--- config.mk ---
export PLATFORM = sky130hd
export DESIGN_NAME = tt_um_jleugeri_ttt_sequencer
export DESIGN_NICKNAME = d
export VERILOG_FILES = /design/src/rtl/tt_um_jleugeri_ttt_sequencer.sv
export SDC_FILE = /design/constraint.sdc
export NUM_CORES = 1
export LEC_CHECK = 0
export ABC_AREA = 1
export ABC_CLOCK_PERIOD_IN_PS = 4200
export CAP_MARGIN = 0
export CORE_MARGIN = 4
export CORE_UTILIZATION = 40
export CTS_CLUSTER_DIAMETER = 120
export DETAILED_ROUTE_END_ITERATION = 16
export DONT_BUFFER_PORTS = 1
export PLACE_DENSITY = 0.54
export SYNTH_ARGS = -nofsm -noshare
export SYNTH_HDL_FRONTEND = slang
export SYNTH_SLANG_ARGS = --single-unit
--- constraint.sdc ---
create_clock -name clock_fast -period 4.2 [get_ports clock_fast]
set_input_delay 0.42 -clock clock_fast [delete_from_list [all_inputs] [get_ports clock_fast]]
set_output_delay 0.42 -clock clock_fast [all_outputs]
set_load 0.005 [all_outputs]
--- src/rtl/tt_um_jleugeri_ttt_sequencer.sv ---
// Tick scheduler for the ttt core: feeds queued host events, issues advance, waits for the tick
// to complete and queues the core's timestamped token start/stop events for the host.
module tt_um_jleugeri_ttt_sequencer #(
    parameter int  NUM_PROCESSORS = 10,
    parameter int  NEW_TOKEN_BITS = 4,
    parameter int  FIFO_DEPTH     = 4,
    parameter int  TICK_BITS      = 16,
    localparam int PID_W          = (NUM_PROCESSORS > 1) ? $clog2(NUM_PROCESSORS) : 1
) (
    input  logic                      clock_fast,
    input  logic                      reset_n,
    input  logic                      enable,
    input  logic                      ev_valid,
    output logic                      ev_ready,
    input  logic [PID_W-1:0]          ev_processor_id,
    input  logic [NEW_TOKEN_BITS-1:0] ev_good_tokens,
    input  logic [NEW_TOKEN_BITS-1:0] ev_bad_tokens,
    output logic [3:0]                core_instruction,
    output logic [PID_W-1:0]          core_processor_id,
    output logic [NEW_TOKEN_BITS-1:0] core_good_tokens,
    output logic [NEW_TOKEN_BITS-1:0] core_bad_tokens,
    input  logic [1:0]                core_stage,
    input  logic                      core_output_valid,
    input  logic [PID_W-1:0]          core_processor_id_out,
    input  logic [1:0]                core_token_startstop,
    output logic                      out_valid,
    input  logic                      out_ready,
    output logic [PID_W-1:0]          out_processor_id,
    output logic [1:0]                out_startstop,
    output logic [TICK_BITS-1:0]      out_tick,
    output logic [TICK_BITS-1:0]      tick_count,
    output logic                      busy,
    output logic                      overflow
);

    localparam int            AW      = $clog2(FIFO_DEPTH);
    localparam int            PW      = AW + 1;
    localparam logic [PW-1:0] DEPTH_P = PW'(FIFO_DEPTH);

    localparam logic [3:0] INSTR_NOP  = 4'b0000;
    localparam logic [3:0] INSTR_FEED = 4'b0001;
    localparam logic [3:0] INSTR_ADV  = 4'b0010;

    typedef struct packed {
        logic [PID_W-1:0]          pid;
        logic [NEW_TOKEN_BITS-1:0] good;
        logic [NEW_TOKEN_BITS-1:0] bad;
    } in_ent_t;

    typedef struct packed {
        logic [PID_W-1:0]     pid;
        logic [1:0]           ss;
        logic [TICK_BITS-1:0] tick;
    } out_ent_t;

    typedef enum logic [2:0] {
        S_IDLE,
        S_FEED,
        S_ADVANCE,
        S_WAIT_LEAVE,
        S_WAIT_RETURN
    } state_t;

    state_t               r_state;
    state_t               w_state_nxt;
    logic [PW-1:0]        r_feed_cnt;
    logic [PW-1:0]        w_feed_nxt;
    logic [3:0]           r_instr;
    logic [3:0]           w_instr_nxt;
    in_ent_t              r_core_ev;
    in_ent_t              w_core_ev_nxt;
    logic [TICK_BITS-1:0] r_tick;
    logic                 w_tick_inc;
    logic                 r_busy;
    logic                 r_overflow;

    in_ent_t              r_in_mem [FIFO_DEPTH];
    logic [PW-1:0]        r_in_wp;
    logic [PW-1:0]        r_in_rp;
    logic                 r_ev_ready;
    logic                 w_in_push;
    logic                 w_in_pop;
    logic [PW-1:0]        w_in_occ;
    logic [PW-1:0]        w_in_occ_nxt;
    in_ent_t              w_in_head;

    out_ent_t             r_out_mem [FIFO_DEPTH];
    logic [PW-1:0]        r_out_wp;
    logic [PW-1:0]        r_out_rp;
    logic                 r_out_valid;
    logic                 w_out_full;
    logic                 w_cap;
    logic                 w_out_push;
    logic                 w_out_pop;
    logic                 w_drop;
    logic [PW-1:0]        w_out_occ;
    logic [PW-1:0]        w_out_occ_nxt;
    out_ent_t             w_out_head;
    out_ent_t             w_out_new;

    // Input FIFO: pointers carry one extra bit so full and empty are distinguishable.
    assign w_in_occ     = r_in_wp - r_in_rp;
    assign w_in_push    = ev_valid && r_ev_ready;
    assign w_in_head    = r_in_mem[r_in_rp[AW-1:0]];
    assign w_in_occ_nxt = w_in_occ + PW'(w_in_push) - PW'(w_in_pop);

    always_comb begin
        w_state_nxt   = r_state;
        w_feed_nxt    = r_feed_cnt;
        w_in_pop      = 1'b0;
        w_instr_nxt   = INSTR_NOP;
        w_core_ev_nxt = '0;
        w_tick_inc    = 1'b0;
        case (r_state)
            S_IDLE: begin
                if (enable) begin
                    // The occupancy snapshot bounds this tick; later pushes wait for the next one.
                    if (w_in_occ != '0) begin
                        w_in_pop      = 1'b1;
                        w_instr_nxt   = INSTR_FEED;
                        w_core_ev_nxt = w_in_head;
                        w_feed_nxt    = w_in_occ - PW'(1);
                        w_state_nxt   = S_FEED;
                    end else begin
                        w_instr_nxt = INSTR_ADV;
                        w_state_nxt = S_ADVANCE;
                    end
                end
            end
            S_FEED: begin
                if (r_feed_cnt != '0) begin
                    w_in_pop      = 1'b1;
                    w_instr_nxt   = INSTR_FEED;
                    w_core_ev_nxt = w_in_head;
                    w_feed_nxt    = r_feed_cnt - PW'(1);
                end else begin
                    w_instr_nxt = INSTR_ADV;
                    w_state_nxt = S_ADVANCE;
                end
            end
            S_ADVANCE: begin
                w_state_nxt = S_WAIT_LEAVE;
            end
            S_WAIT_LEAVE: begin
                if (core_stage != 2'b00) begin
                    w_state_nxt = S_WAIT_RETURN;
                end
            end
            S_WAIT_RETURN: begin
                if (core_stage == 2'b00) begin
                    w_tick_inc  = 1'b1;
                    w_state_nxt = S_IDLE;
                end
            end
            default: begin
                w_state_nxt = S_IDLE;
            end
        endcase
    end

    always_ff @(posedge clock_fast or negedge reset_n) begin
        if (!reset_n) begin
            r_state    <= S_IDLE;
            r_feed_cnt <= '0;
            r_instr    <= INSTR_NOP;
            r_core_ev  <= '0;
            r_tick     <= '0;
            r_busy     <= 1'b0;
        end else begin
            r_state    <= w_state_nxt;
            r_feed_cnt <= w_feed_nxt;
            r_instr    <= w_instr_nxt;
            r_core_ev  <= w_core_ev_nxt;
            r_busy     <= (w_state_nxt != S_IDLE);
            if (w_tick_inc) begin
                r_tick <= r_tick + TICK_BITS'(1);
            end
        end
    end

    always_ff @(posedge clock_fast or negedge reset_n) begin
        if (!reset_n) begin
            for (int i = 0; i < FIFO_DEPTH; i++) begin
                r_in_mem[i] <= '0;
            end
            r_in_wp    <= '0;
            r_in_rp    <= '0;
            r_ev_ready <= 1'b1;
        end else begin
            if (w_in_push) begin
                r_in_mem[r_in_wp[AW-1:0]] <= '{pid: ev_processor_id, good: ev_good_tokens, bad: ev_bad_tokens};
                r_in_wp                   <= r_in_wp + PW'(1);
            end
            if (w_in_pop) begin
                r_in_rp <= r_in_rp + PW'(1);
            end
            r_ev_ready <= (w_in_occ_nxt != DEPTH_P);
        end
    end

    // Output FIFO: a pop in the same cycle frees the slot, so a capture on a full FIFO still lands.
    assign w_out_occ     = r_out_wp - r_out_rp;
    assign w_out_full    = (w_out_occ == DEPTH_P);
    assign w_out_pop     = r_out_valid && out_ready;
    assign w_cap         = (r_state == S_WAIT_RETURN) && core_output_valid &&
                           ((core_token_startstop == 2'b10) || (core_token_startstop == 2'b01));
    assign w_out_push    = w_cap && (!w_out_full || w_out_pop);
    assign w_drop        = w_cap && w_out_full && !w_out_pop;
    assign w_out_occ_nxt = w_out_occ + PW'(w_out_push) - PW'(w_out_pop);
    assign w_out_head    = r_out_mem[r_out_rp[AW-1:0]];
    assign w_out_new     = '{pid: core_processor_id_out, ss: core_token_startstop, tick: r_tick};

    always_ff @(posedge clock_fast or negedge reset_n) begin
        if (!reset_n) begin
            for (int i = 0; i < FIFO_DEPTH; i++) begin
                r_out_mem[i] <= '0;
            end
            r_out_wp    <= '0;
            r_out_rp    <= '0;
            r_out_valid <= 1'b0;
            r_overflow  <= 1'b0;
        end else begin
            if (w_out_push) begin
                r_out_mem[r_out_wp[AW-1:0]] <= w_out_new;
                r_out_wp                    <= r_out_wp + PW'(1);
            end
            if (w_out_pop) begin
                r_out_rp <= r_out_rp + PW'(1);
            end
            r_out_valid <= (w_out_occ_nxt != '0);
            if (w_drop) begin
                r_overflow <= 1'b1;
            end
        end
    end

    assign ev_ready          = r_ev_ready;
    assign core_instruction  = r_instr;
    assign core_processor_id = r_core_ev.pid;
    assign core_good_tokens  = r_core_ev.good;
    assign core_bad_tokens   = r_core_ev.bad;
    assign out_valid         = r_out_valid;
    assign out_processor_id  = w_out_head.pid;
    assign out_startstop     = w_out_head.ss;
    assign out_tick          = w_out_head.tick;
    assign tick_count        = r_tick;
    assign busy              = r_busy;
    assign overflow          = r_overflow;

endmodule

==> reports/results.tsv <==
metric	value	unit
status	finished, violations left	
violations	negative hold slack	
slew_viol_final	0	
fin_crit	3.21	ns
hold_viol	187	
fin_hold_ws	-0.335	ns
dp_cells	1318	
synth.distinct_cells	35	
p_leak	4.92	nW
synth_top_area_share	50.9	%
grt_pass1_vias	7083	
place_area	9240	um2
numPortBuffers	0	
die_area	25500	um2
synth_edf_count	0	
start_util	40.6	%
final.setup.tns	0	ns
vias	7225	
finalNonFillerCells	1350	
grt_use_total	19.1	%
row_count	55	
drt-pass1-iter-count	5	
grt_first_pass_wirelength	39.3	mm
slew-limit-headroom	38.2	%
cp_max_fo	87	
worst_pin_slew	0.926	ns
postSynthAreaPerCell	8.36	um2
seqCellArea	4710	um2
die_h	160	um
antenna_found_initial	0	
grt_max_degree	189	
drive_gt1_share	5.54	%
rsz0062_at_grt	no	
synth_area_leader_cell	dfrtp_1	
io_pins	84	
grt_overflow_total	0	
final_area	9820	um2
nets	1100	
yosys-top-cells-area	dfrtp_1 51%, nand2_1 13%, o21ai_0 6.9%	
worstPathArrival	3.54	ns
gp_congestion	0.784	
seq_area_frac_synth	51.2	%
wl	23.8	mm
cts_tree	built	
synth_async_sr_flop_share	100	%
cts_root_buf	clkbuf_16	
worstPathRequired	4.53	ns
fp.coreArea	22600	um2
finalSetupViolations	0	
start_kind	flip-flop	
power_density	702	nW/um2
clk_path_buf_depth	2	
diodes	0	
endpoint_kind	flip-flop	
vdd_ir_drop_max	0.350	mV
fillers	2213	
multi_input_area	3840	um2
worstSetupPathType	flip-flop to flip-flop	
synth_area	9200	um2
numCtsBuffers	17	
max_freq	0.311	GHz
ant_nets	0	
syn-instance-count	1100	
drt_iter0_markers	543	
maxCapViolCount	0	
yosysWarnings	0	
die_width	160	um
hold_path_class	primary input to async pin	
fin_crit_sh	76.5	%
route.detailed.drc	0	
wl_per_cell	17.6	um
fin_worst_skew	0.0133	ns
routed_via_density	5.35	
syn2layout_area_growth	6.76	%
clk-insertion-delay-late	0.44	ns
synthFlopType	dfrtp_1	
clkTransAtPathRegs	0.08	ns
clock-sinks	188	
yosys_register_bits	188	
h-tree-depth	4	
hpwl	13.9	mm
[cell usage after synthesis, types with 3 or more instances]
master and number:
inv_1 54, ha_1 18, inv_2 4, and2_1 12
xnor2_1 7, buf_6 5, clkbuf_1 34, dfrtp_1 187
nand2_1 328, xor2_1 13, o21ai_0 126, buf_2 25
nand3_2 3, buf_4 15, nor3_1 5, nand4_1 91
o22ai_1 33, nor2_1 92, fa_1 4, o21ai_1 4
nand3_1 23
[cell families (layout without fill, tap and decap cells)]
group | after synthesis | after routing | share of synthesized area, %
flops | 188 | 188 | 51.2
buf+inv | 142 | 106 | 7.18
xor+xnor | 20 | 20 | 1.90
fa+ha+maj | 22 | 22 | 3.32
compound gates | 166 | 166 | 9.54
simple gates | 561 | 561 | 26.9
other cells | 1 | 2 | 0.0408
[cell usage in the layout, fill, tap and decap left out, types with 14 or more instances in the layout]
master,instances
nand2_1,328
dfrtp_1,187
o21ai_0,126
nor2_1,92
nand4_1,91
inv_1,54
o22ai_1,33
nand3_1,23
ha_1,18
clkbuf_16,17
buf_4,14
[flip-flops by register name, indices dropped and copies added (netlist names), 2 cells and up]
register / count
r_in_mem: 48
tick_count: 16
core_processor_id: 4
r_in_wp: 3
core_good_tokens: 4
r_state: 3
r_out_rp: 3
core_bad_tokens: 4
r_out_wp: 3
r_feed_cnt: 3
r_out_mem: 88
r_in_rp: 3
core_instruction: 2
[what timing repair did]
item	4_1_cts	5_1_grt
buffers inserted	0	0
endpoints found under the hold margin	188	188
resized for setup	0	0
[layout make-up]
cell class / count / share of cell area, %
sequential: 188 / 47.9
multi-input combinational: 771 / 39.1
clock buffer: 18 / 4.47
tap: 285 / 3.63
inverter: 60 / 2.29
clock inverter: 14 / 1.47
timing repair buffer: 14 / 1.07
[metrics by stage]
step | setup slack [ns] | power [W] | util, %
2_1_floorplan | 1.11 | 0.00464 | -
3_3_place_gp | 1.09 | 0.00532 | 40.8
3_5_place_dp | 1.02 | 0.00537 | 40.8
4_1_cts | 0.998 | 0.00700 | 43.4
5_1_grt | 0.695 | 0.00753 | 43.4
6_report | 0.987 | 0.00690 | 43.4
[metal layers]
layer / vias to the layer above / track usage (%) / part of all wire (%)
li1: 3550 / - / -
met1: 3496 / 25.7 / 46
met2: 156 / 31.4 / 48
met3: 23 / 4.13 / 4.7
met4: 0 / 5.25 / 1.4
met5: - / 0 / 0
[report_power, final]
group / switching [W] / internal (W)
clock network: 0.000788 / 0.000810
registers: 0.000296 / 0.00225
logic: 0.00184 / 0.000911
total: 0.00293 / 0.00397
[path summary, 6_finish.rpt]
kind,startpoint,to,slack [ns],cells after the start
min reg2reg,r_out_mem[47],r_out_mem[47],0.47,2
max reg2reg,r_out_wp[0],r_out_mem[68],0.99,10
min in group clock_fast,core_token_startstop[0],r_out_mem[16],0.12,2
min,reset_n,r_out_mem[38],-0.34,0
max,r_out_wp[0],r_out_mem[68],0.99,10
max in group asynchronous,reset_n,r_in_mem[35],4.12,0
[worst max-delay path: stages, from the launching register on]
cell	delay, ns
dfrtp_1	0.40
inv_1	0.11
ha_1	0.22
fa_1	0.50
nand2_1	0.12
inv_1	0.07
nand4_4	0.15
buf_4	0.72
nand3_4	0.50
nand2_1	0.19
nand2_1	0.06
Power figures use the tool's default switching activity.
